**config.mk**
```make
export PLATFORM = sky130hd
export DESIGN_NAME = riscv_cfg_discovery_regs
export DESIGN_NICKNAME = d
export VERILOG_FILES = /design/src/rtl/riscv_cfg_discovery_regs.sv
export SDC_FILE = /design/constraint.sdc
export NUM_CORES = 1
export LEC_CHECK = 0
export CAP_MARGIN = 20
export CORE_ASPECT_RATIO = 1.75
export CORE_UTILIZATION = 39
export DETAILED_ROUTE_END_ITERATION = 12
export GPL_TIMING_DRIVEN = 1
export PLACE_DENSITY = 0.62
export SLEW_MARGIN = 10
export SYNTH_ARGS = -nofsm -noshare
export SYNTH_HDL_FRONTEND = slang
export SYNTH_SLANG_ARGS = --single-unit
```
**constraint.sdc**
```tcl
create_clock -name clk_i -period 2.6 [get_ports clk_i]
set_input_delay 0.26 -clock clk_i [delete_from_list [all_inputs] [get_ports clk_i]]
set_output_delay 0.26 -clock clk_i [all_outputs]
set_load 0.01 [all_outputs]
```
**src/rtl/riscv_cfg_discovery_regs.sv**
```systemverilog
// riscv_cfg_discovery_regs
//
// Memory-mapped configuration discovery block. Software reads the elaborated
// core identity, XLEN, extension flags, core count and cache sizes from
// read-only registers; a scratch register, a small control register and a
// free-running 64-bit cycle counter complete the map.
//
// Register map (byte offsets, 32-bit words):
//   0x00 ID       RO  CORE_ID
//   0x04 FEAT     RO  {23'b0, HAS_M_EXT, XLEN[7:0]}
//   0x08 CORES    RO  {24'b0, NUM_CORES[7:0]}
//   0x0C L1       RO  {L1D_SIZE_KB[15:0], L1I_SIZE_KB[15:0]}
//   0x10 L2       RO  {16'b0, L2_SIZE_KB[15:0]}
//   0x14 SCRATCH  RW  32 bits, byte strobed
//   0x18 CTRL     RW  bits [7:0], only wstrb[0] takes effect
//   0x1C CYC_LO   RO  counter low word; latches high word into the shadow
//   0x20 CYC_HI   RO  shadow captured by the last CYC_LO read
//
// Ports:
//   clk_i, rst_i              clock, synchronous active-high reset
//   req_valid_i / req_ready_o request handshake
//   req_addr_i, req_write_i, req_wdata_i, req_wstrb_i  request payload
//   rsp_valid_o / rsp_ready_i response handshake
//   rsp_rdata_o, rsp_err_o    response payload
//   ctrl_o                    live CTRL register contents
//
// Handshake: a beat transfers on a rising edge where valid && ready are both
// high. Valid never depends on ready. Once rsp_valid_o rises, the response
// payload stays constant until it transfers. req_ready_o is high whenever the
// single response slot is empty or is being drained this cycle, so a new
// request can replace a consumed response on the same edge.
module riscv_cfg_discovery_regs #(
    parameter int unsigned ADDR_WIDTH  = 8,
    parameter logic [31:0] CORE_ID     = 32'h5256_3332,
    parameter int unsigned XLEN        = 32,
    parameter bit          HAS_M_EXT   = 1'b1,
    parameter int unsigned NUM_CORES   = 1,
    parameter int unsigned L1I_SIZE_KB = 16,
    parameter int unsigned L1D_SIZE_KB = 16,
    parameter int unsigned L2_SIZE_KB  = 256,
    parameter logic [7:0]  CTRL_RESET  = 8'h00
) (
    input  logic                  clk_i,
    input  logic                  rst_i,
    input  logic                  req_valid_i,
    output logic                  req_ready_o,
    input  logic [ADDR_WIDTH-1:0] req_addr_i,
    input  logic                  req_write_i,
    input  logic [31:0]           req_wdata_i,
    input  logic [3:0]            req_wstrb_i,
    output logic                  rsp_valid_o,
    input  logic                  rsp_ready_i,
    output logic [31:0]           rsp_rdata_o,
    output logic                  rsp_err_o,
    output logic [7:0]            ctrl_o
);

    localparam logic [31:0] FEAT_VAL  = {23'b0, HAS_M_EXT, 8'(XLEN)};
    localparam logic [31:0] CORES_VAL = {24'b0, 8'(NUM_CORES)};
    localparam logic [31:0] L1_VAL    = {16'(L1D_SIZE_KB), 16'(L1I_SIZE_KB)};
    localparam logic [31:0] L2_VAL    = {16'b0, 16'(L2_SIZE_KB)};

    // Highest valid word offset.
    localparam logic [ADDR_WIDTH-1:0] OFF_LAST = ADDR_WIDTH'(32'h20);

    logic        rsp_valid_q;
    logic [31:0] rsp_rdata_q;
    logic        rsp_err_q;
    logic [31:0] scratch_q;
    logic [7:0]  ctrl_q;
    logic [63:0] cyc_q;
    logic [31:0] cyc_hi_q;

    logic        accept;
    logic [31:0] dec_rdata;
    logic        dec_err;
    logic        dec_ro;
    logic        sel_scratch;
    logic        sel_ctrl;
    logic        sel_cyc_lo;

    assign req_ready_o = !rsp_valid_q || rsp_ready_i;
    assign accept      = req_valid_i && req_ready_o;

    assign rsp_valid_o = rsp_valid_q;
    assign rsp_rdata_o = rsp_rdata_q;
    assign rsp_err_o   = rsp_err_q;
    assign ctrl_o      = ctrl_q;

    // Address decode for the request currently on the bus. Errors and writes
    // return zero data; an erroring access must not touch any state, so the
    // select strobes are only honoured when dec_err is clear.
    always_comb begin
        dec_rdata   = '0;
        dec_err     = 1'b0;
        dec_ro      = 1'b1;
        sel_scratch = 1'b0;
        sel_ctrl    = 1'b0;
        sel_cyc_lo  = 1'b0;
        if ((req_addr_i[1:0] != 2'b00) || (req_addr_i > OFF_LAST)) begin
            dec_err = 1'b1;
        end else begin
            case (req_addr_i[5:2])
                4'd0: dec_rdata = CORE_ID;
                4'd1: dec_rdata = FEAT_VAL;
                4'd2: dec_rdata = CORES_VAL;
                4'd3: dec_rdata = L1_VAL;
                4'd4: dec_rdata = L2_VAL;
                4'd5: begin
                    dec_rdata   = scratch_q;
                    dec_ro      = 1'b0;
                    sel_scratch = 1'b1;
                end
                4'd6: begin
                    dec_rdata = {24'b0, ctrl_q};
                    dec_ro    = 1'b0;
                    sel_ctrl  = 1'b1;
                end
                4'd7: begin
                    dec_rdata  = cyc_q[31:0];
                    sel_cyc_lo = 1'b1;
                end
                4'd8:    dec_rdata = cyc_hi_q;
                default: dec_err   = 1'b1;
            endcase
            if (req_write_i && dec_ro) begin
                dec_err = 1'b1;
            end
        end
        if (dec_err || req_write_i) begin
            dec_rdata = '0;
        end
    end

    always_ff @(posedge clk_i) begin
        if (rst_i) begin
            rsp_valid_q <= 1'b0;
            rsp_rdata_q <= '0;
            rsp_err_q   <= 1'b0;
            scratch_q   <= '0;
            ctrl_q      <= CTRL_RESET;
            cyc_q       <= '0;
            cyc_hi_q    <= '0;
        end else begin
            cyc_q <= cyc_q + 64'd1;
            if (accept) begin
                // Loads even when the previous response drains on this edge,
                // keeping rsp_valid_q high for back-to-back traffic.
                rsp_valid_q <= 1'b1;
                rsp_rdata_q <= dec_rdata;
                rsp_err_q   <= dec_err;
                if (!dec_err) begin
                    if (req_write_i) begin
                        if (sel_scratch) begin
                            for (int b = 0; b < 4; b++) begin
                                if (req_wstrb_i[b]) begin
                                    scratch_q[8*b +: 8] <= req_wdata_i[8*b +: 8];
                                end
                            end
                        end
                        if (sel_ctrl && req_wstrb_i[0]) begin
                            ctrl_q <= req_wdata_i[7:0];
                        end
                    end else if (sel_cyc_lo) begin
                        // Capture the high half alongside the low half so
                        // a following CYC_HI read is coherent.
                        cyc_hi_q <= cyc_q[63:32];
                    end
                end
            end else if (rsp_ready_i) begin
                rsp_valid_q <= 1'b0;
                rsp_rdata_q <= '0;
                rsp_err_q   <= 1'b0;
            end
        end
    end

endmodule
```
# == Yosys cells after proc, flatten, opt, wreduce, memory -nomap -nowiden ==
# Index checks and enable logic that the tools add are counted.
# word_totals
reg_bits,170
out_inout_bits,43
input_bits,49
# op_classes
bitwise_logic,2
n_eq_ne,8
n_addsub,1
order_cmp,1
muxes,19
n_reduce_logical,18
# op_table
cell,count
32-bit case mux with 9 select lines,1
32-bit two-way mux,4
"64-bit by 1-bit adder with 64-bit output, second input constant",1
5-bit AND reduction,4
"4-bit by 3-bit equality test with 1-bit output, second input constant",4
1-bit two-way mux,14
9-bit OR reduction,1
"4-bit by 2-bit equality test with 1-bit output, second input constant",2
"8-bit by 6-bit greater-than comparator with 1-bit output, second input constant",1
4-bit AND reduction,2
"4-bit by 1-bit equality test with 1-bit output, second input constant",1
"4-bit equality test, second input constant",1
4-bit zero test,1
2-bit nonzero test,2
1-bit logical AND,3
1-bit logical OR,3
1-bit NOT,2
2-bit OR reduction,1
1-bit zero test,1

# == Longest topological paths before layout ==
# Gate-level depths: netlist (run 1).
# logic_depth
ltp_word,10
mapped_depth,8

# == Least setup slack after synthesis (run 1) ==
# No wires, ideal clock.
# synth_timing
kind,reg2reg
from,register cyc_q[0]
to,register cyc_q[38]
path_stages_with_launch,7
period_less_slack_ps,1883
slack_ps,717
n_path_buf,0
t_arrival_ps,1812
required_ps,2530
path_cell_list,dfxtp_1 > ha_1 > nand3_1 > nor4_4 > nand3_1 > or4b_1 > a21oi_1
# synth_between
elab_chain_len,1
# synth_lines
item,line_no,source
from (decl),71,logic [63:0] cyc_q;
from (signal assigned),145,cyc_q <= cyc_q + 64'd1;
64-bit by 1-bit adder with 64-bit output,145,
# Every way passes these cells.
# A chain may end at the register's enable or synchronous reset.

# == Worst setup path after layout (run 1) ==
# layout_timing
from,register cyc_q[23]
to,register cyc_q[38]
# Same word-level chain as after synthesis.

==> results of run 1 <==
[worst paths after layout]
path | startpoint | endpoint | slack (ns)
hold / removal | rst_i | ctrl_o[0] | 0.28
setup / recovery | cyc_q[23] | cyc_q[38] | 0.30
hold reg to reg | scratch_q[21] | scratch_q[21] | 0.45
setup reg to reg | cyc_q[23] | cyc_q[38] | 0.30
[power breakdown]
| part | total [mW] | internal (mW) | switching [mW] | leakage, nW |
|---|---|---|---|---|
| clock | 2.50 | 1.28 | 1.21 | 0.278 |
| sequential | 2.62 | 2.61 | 0.00786 | 1.37 |
| combinational | 0.251 | 0.116 | 0.136 | 1.51 |
| total | 5.36 | 4.01 | 1.36 | 3.15 |
[state kept, by name, indices dropped and copies added, names as in the netlist]
signal       flops
cyc_q           64
cyc_hi_q        32
rsp_rdata_o     32
scratch_q       32
ctrl_o           8
rsp_err_o        1
rsp_valid_o      1
[cell families (layout without fill, tap and decap cells)]
logic type      count (synthesis)  in the layout  synth area share, %
fa+ha+maj                       1              1                0.168
simple gates                  411            411                 27.7
buf+inv                        70            175                 3.66
xor+xnor                       36             36                 4.25
flops                         170            170                 45.8
mux                             9              9                 1.21
compound gates                203            203                 17.2
[critical path, cell delays in order (launching register included)]
cell and delay, ns:
sky130_fd_sc_hd__dfxtp_1 0.52, sky130_fd_sc_hd__nand4_4 0.22, sky130_fd_sc_hd__nor3_1 0.54, sky130_fd_sc_hd__nand3_1 0.28, sky130_fd_sc_hd__or4b_1 0.52, sky130_fd_sc_hd__a21oi_1 0.15
[cells in the final DEF (no fill, tap or decap), types with 3 or more instances in the layout]
cell / synthesis / routed
sky130_fd_sc_hd__mux2i_1: 9 / 9
sky130_fd_sc_hd__buf_4: 0 / 37
sky130_fd_sc_hd__xnor2_1: 9 / 9
sky130_fd_sc_hd__nor4_1: 9 / 9
sky130_fd_sc_hd__nand3_1: 27 / 27
sky130_fd_sc_hd__nand4_1: 32 / 32
sky130_fd_sc_hd__a22o_1: 7 / 7
sky130_fd_sc_hd__and4_1: 6 / 6
sky130_fd_sc_hd__buf_12: 0 / 4
sky130_fd_sc_hd__nand3b_1: 4 / 4
sky130_fd_sc_hd__dfxtp_1: 170 / 170
sky130_fd_sc_hd__inv_1: 12 / 12
sky130_fd_sc_hd__nor3_1: 7 / 7
sky130_fd_sc_hd__a222oi_1: 22 / 22
sky130_fd_sc_hd__a221o_1: 4 / 4
sky130_fd_sc_hd__nand4_2: 3 / 3
sky130_fd_sc_hd__a2bb2oi_1: 10 / 10
sky130_fd_sc_hd__or3_1: 22 / 22
sky130_fd_sc_hd__nor2b_1: 14 / 14
sky130_fd_sc_hd__o21ai_0: 38 / 38
sky130_fd_sc_hd__clkbuf_16: 0 / 17
sky130_fd_sc_hd__or4_1: 5 / 5
sky130_fd_sc_hd__o31ai_1: 5 / 5
sky130_fd_sc_hd__clkdlybuf4s50_1: 0 / 90
sky130_fd_sc_hd__nand2_1: 173 / 173
sky130_fd_sc_hd__inv_8: 0 / 5
sky130_fd_sc_hd__xor2_1: 27 / 27
sky130_fd_sc_hd__nand2b_1: 11 / 11
sky130_fd_sc_hd__a21oi_1: 98 / 98
sky130_fd_sc_hd__nor2_1: 77 / 77
sky130_fd_sc_hd__a22oi_1: 9 / 9
sky130_fd_sc_hd__inv_6: 0 / 6
[stage by stage]
stage                     setup WS (ns)  utilization, %  hold WS (ns)  cells  cell area, um^2
final                             0.298            50.3         0.278   1243             9350
after global routing              0.151            50.3         0.309   1243             9350
after CTS                         0.319            50.3         0.275   1243             9350
after detailed placement          0.222            47.2         0.444   1211             8780
after global placement            0.250            47.2         0.437   1211             8780
after floorplan                   0.717               -         0.400    900             7430
[area by class of cell]
class / count / area (um^2) / share of cell area [%]
Multi-Input combinational cell: 660 / 3770 / 40.3
Sequential cell: 170 / 3400 / 36.4
Timing Repair Buffer: 131 / 1260 / 13.5
Clock buffer: 17 / 425 / 4.55
Tap cell: 238 / 298 / 3.18
Clock inverter: 15 / 149 / 1.59
Inverter: 12 / 45.0 / 0.482
[per-layer routing]
metal	GRT usage (%)	wire [um]	share of wire, %	vias up
met2	45.0	12500	54	169
met4	16.7	1350	5.8	0
met1	24.4	8600	37	3314
met3	3.43	744	3.2	60
li1	-	-	-	3396
met5	0	0	0	-
==> out/qor.tcl, run 1 <==
set qor(instance_count_of_the_mapped_netlist) 900
set qor(finalMaxSlewViolations) 0
set qor(synth_nets) 950
set qor(synthTopCellsByArea) {sky130_fd_sc_hd__dfxtp_1 (46%), sky130_fd_sc_hd__nand2_1 (8.7%), sky130_fd_sc_hd__a21oi_1 (6.6%)}
set qor(timing.critical_path.required_ns) 2.96
set qor(finalWirelength_mm) 23.1
set qor(max_cap_violations) 0
set qor(cts.repair_timing.setup_buffer_count) 0
set qor(post_synth_edffs) 0
set qor(rsz0062_at_grt) {false}
set qor(layout-area-overhead-vs-synth_pct) 25.9
set qor(grt_antenna_before_repair) 0
set qor(end_kind) {flop}
set qor(power.density_cell_area_nw_per_um2) 574
set qor(synthFlopType) {sky130_fd_sc_hd__dfxtp_1}
set qor(min_period_ns) 2.30
set qor(critical_path_class) {flop to flop}
set qor(antennaDiodeCount) 0
set qor(min-delay-path-class) {input pin to flop}
set qor(sequential_area_share_after_synthesis_pct) 45.8
set qor(fill_cells) 1809
set qor(netlist_area_um2) 7430
set qor(worst_ir_drop_vdd_uv) 405
set qor(final_worst_path_period_share_pct) 88.6
set qor(ctsLongestPathBuffers) 2
set qor(fmaxAchievable_mhz) 434
set qor(worst-r2r-cell-count) 5
set qor(crit_fanout) 8
set qor(tritoncts_num_sinks) 170
set qor(worst_clock_skew_ns) 0.0126
set qor(cellLeakagePower_nw) 3.15
set qor(pin_count_of_the_biggest_net_entering_global_routing) 45
set qor(drt_first_iter_violations) 455
set qor(setup.worst_path.start_class) {flop}
set qor(cts_hold_repair.buffers) 0
set qor(cts.reportedPaths.clkPinSlew_ns) 0.07
set qor(gp_congestion) 0.860
set qor(synth_top_area_share_pct) 45.8
set qor(dr.pass1.iters) 5
set qor(per_instance_average_area_after_synthesis_um2) 8.25
set qor(grt_first_pass_wirelength_mm) 35.9
set qor(setup_tns_ns) 0
set qor(dp.final_hpwl_mm) 17.2
set qor(routedWlPerCell_um) 18.6
set qor(fp.coreArea_um2) 18600
set qor(cp.arrival_ns) 2.66
set qor(status) {completed}
set qor(die_area_um2) 19600
set qor(h-tree-depth) 4
set qor(num_io_pins) 92
set qor(grt_pass1_vias) 6684
set qor(ys_ff_latch) 170
set qor(detailroute.via_count) 6939
set qor(worst_hold_path.num_cells) 2
set qor(std_cell_rows) 66
set qor(vias_per_instance) 5.58
set qor(tightestPinTransition_ns) 0.666
set qor(finalNetCount) 1042
set qor(detail-route-antenna-nets) 0
set qor(netlist.top_cell.by_area) {sky130_fd_sc_hd__dfxtp_1}
set qor(synth.lib_cells_used.distinct) 52
set qor(timing.max_slew.rel_slack_pct) 55.3
set qor(netlist_top_cells_count) {sky130_fd_sc_hd__nand2_1 (173), sky130_fd_sc_hd__dfxtp_1 (170), sky130_fd_sc_hd__a21oi_1 (98), sky130_fd_sc_hd__nor2_1 (77), sky130_fd_sc_hd__clkbuf_1 (50)}
set qor(ys_warn_count) 0
set qor(cts_buffers) 17
set qor(die_w_um) 106
set qor(final_layout_size_suffix_gt1_share_pct) 8.86
set qor(post_cts_resize_count) 0
set qor(synth.most_common_cell) {sky130_fd_sc_hd__nand2_1}
set qor(die_h_um) 185
set qor(grt-ovfl-total) 0
set qor(clock_tree_from_tritoncts) {built}
set qor(cts-root-buf) {sky130_fd_sc_hd__clkbuf_16}
set qor(remaining_drc_errors) 0
set qor(setup-violations-final) 0
set qor(global_route.usage.total_pct) 24.2
set qor(synth-async-reset-ratio_pct) 0
set qor(design_power_total_mw) 5.36
set qor(start_util_pct) 40.0
set qor(timing_hold_violations_final) 0
set qor(clk-insertion-delay-late_ns) 0.43
set qor(place.port_buffers) 91
Power figures use the tool's default switching activity.
==> run 2: changes to the inputs <==
--- a/config.mk
+++ b/config.mk
@@ -8,6 +8,7 @@
 export CAP_MARGIN = 20
 export CORE_ASPECT_RATIO = 1.75
 export CORE_UTILIZATION = 39
+export CTS_CLUSTER_SIZE = 12
 export DETAILED_ROUTE_END_ITERATION = 12
 export GPL_TIMING_DRIVEN = 1
 export PLACE_DENSITY = 0.62
==> results of run 2 <==
Final layout, timing and power as in run 1 (identical DEF).
==> run 3: changes to the inputs <==
--- a/config.mk
+++ b/config.mk
@@ -5,7 +5,6 @@
 export SDC_FILE = /design/constraint.sdc
 export NUM_CORES = 1
 export LEC_CHECK = 0
-export CAP_MARGIN = 20
 export CORE_ASPECT_RATIO = 1.75
 export CORE_UTILIZATION = 39
 export CTS_CLUSTER_SIZE = 12
==> results of run 3 <==
Final layout, timing and power as in run 1 (identical DEF).
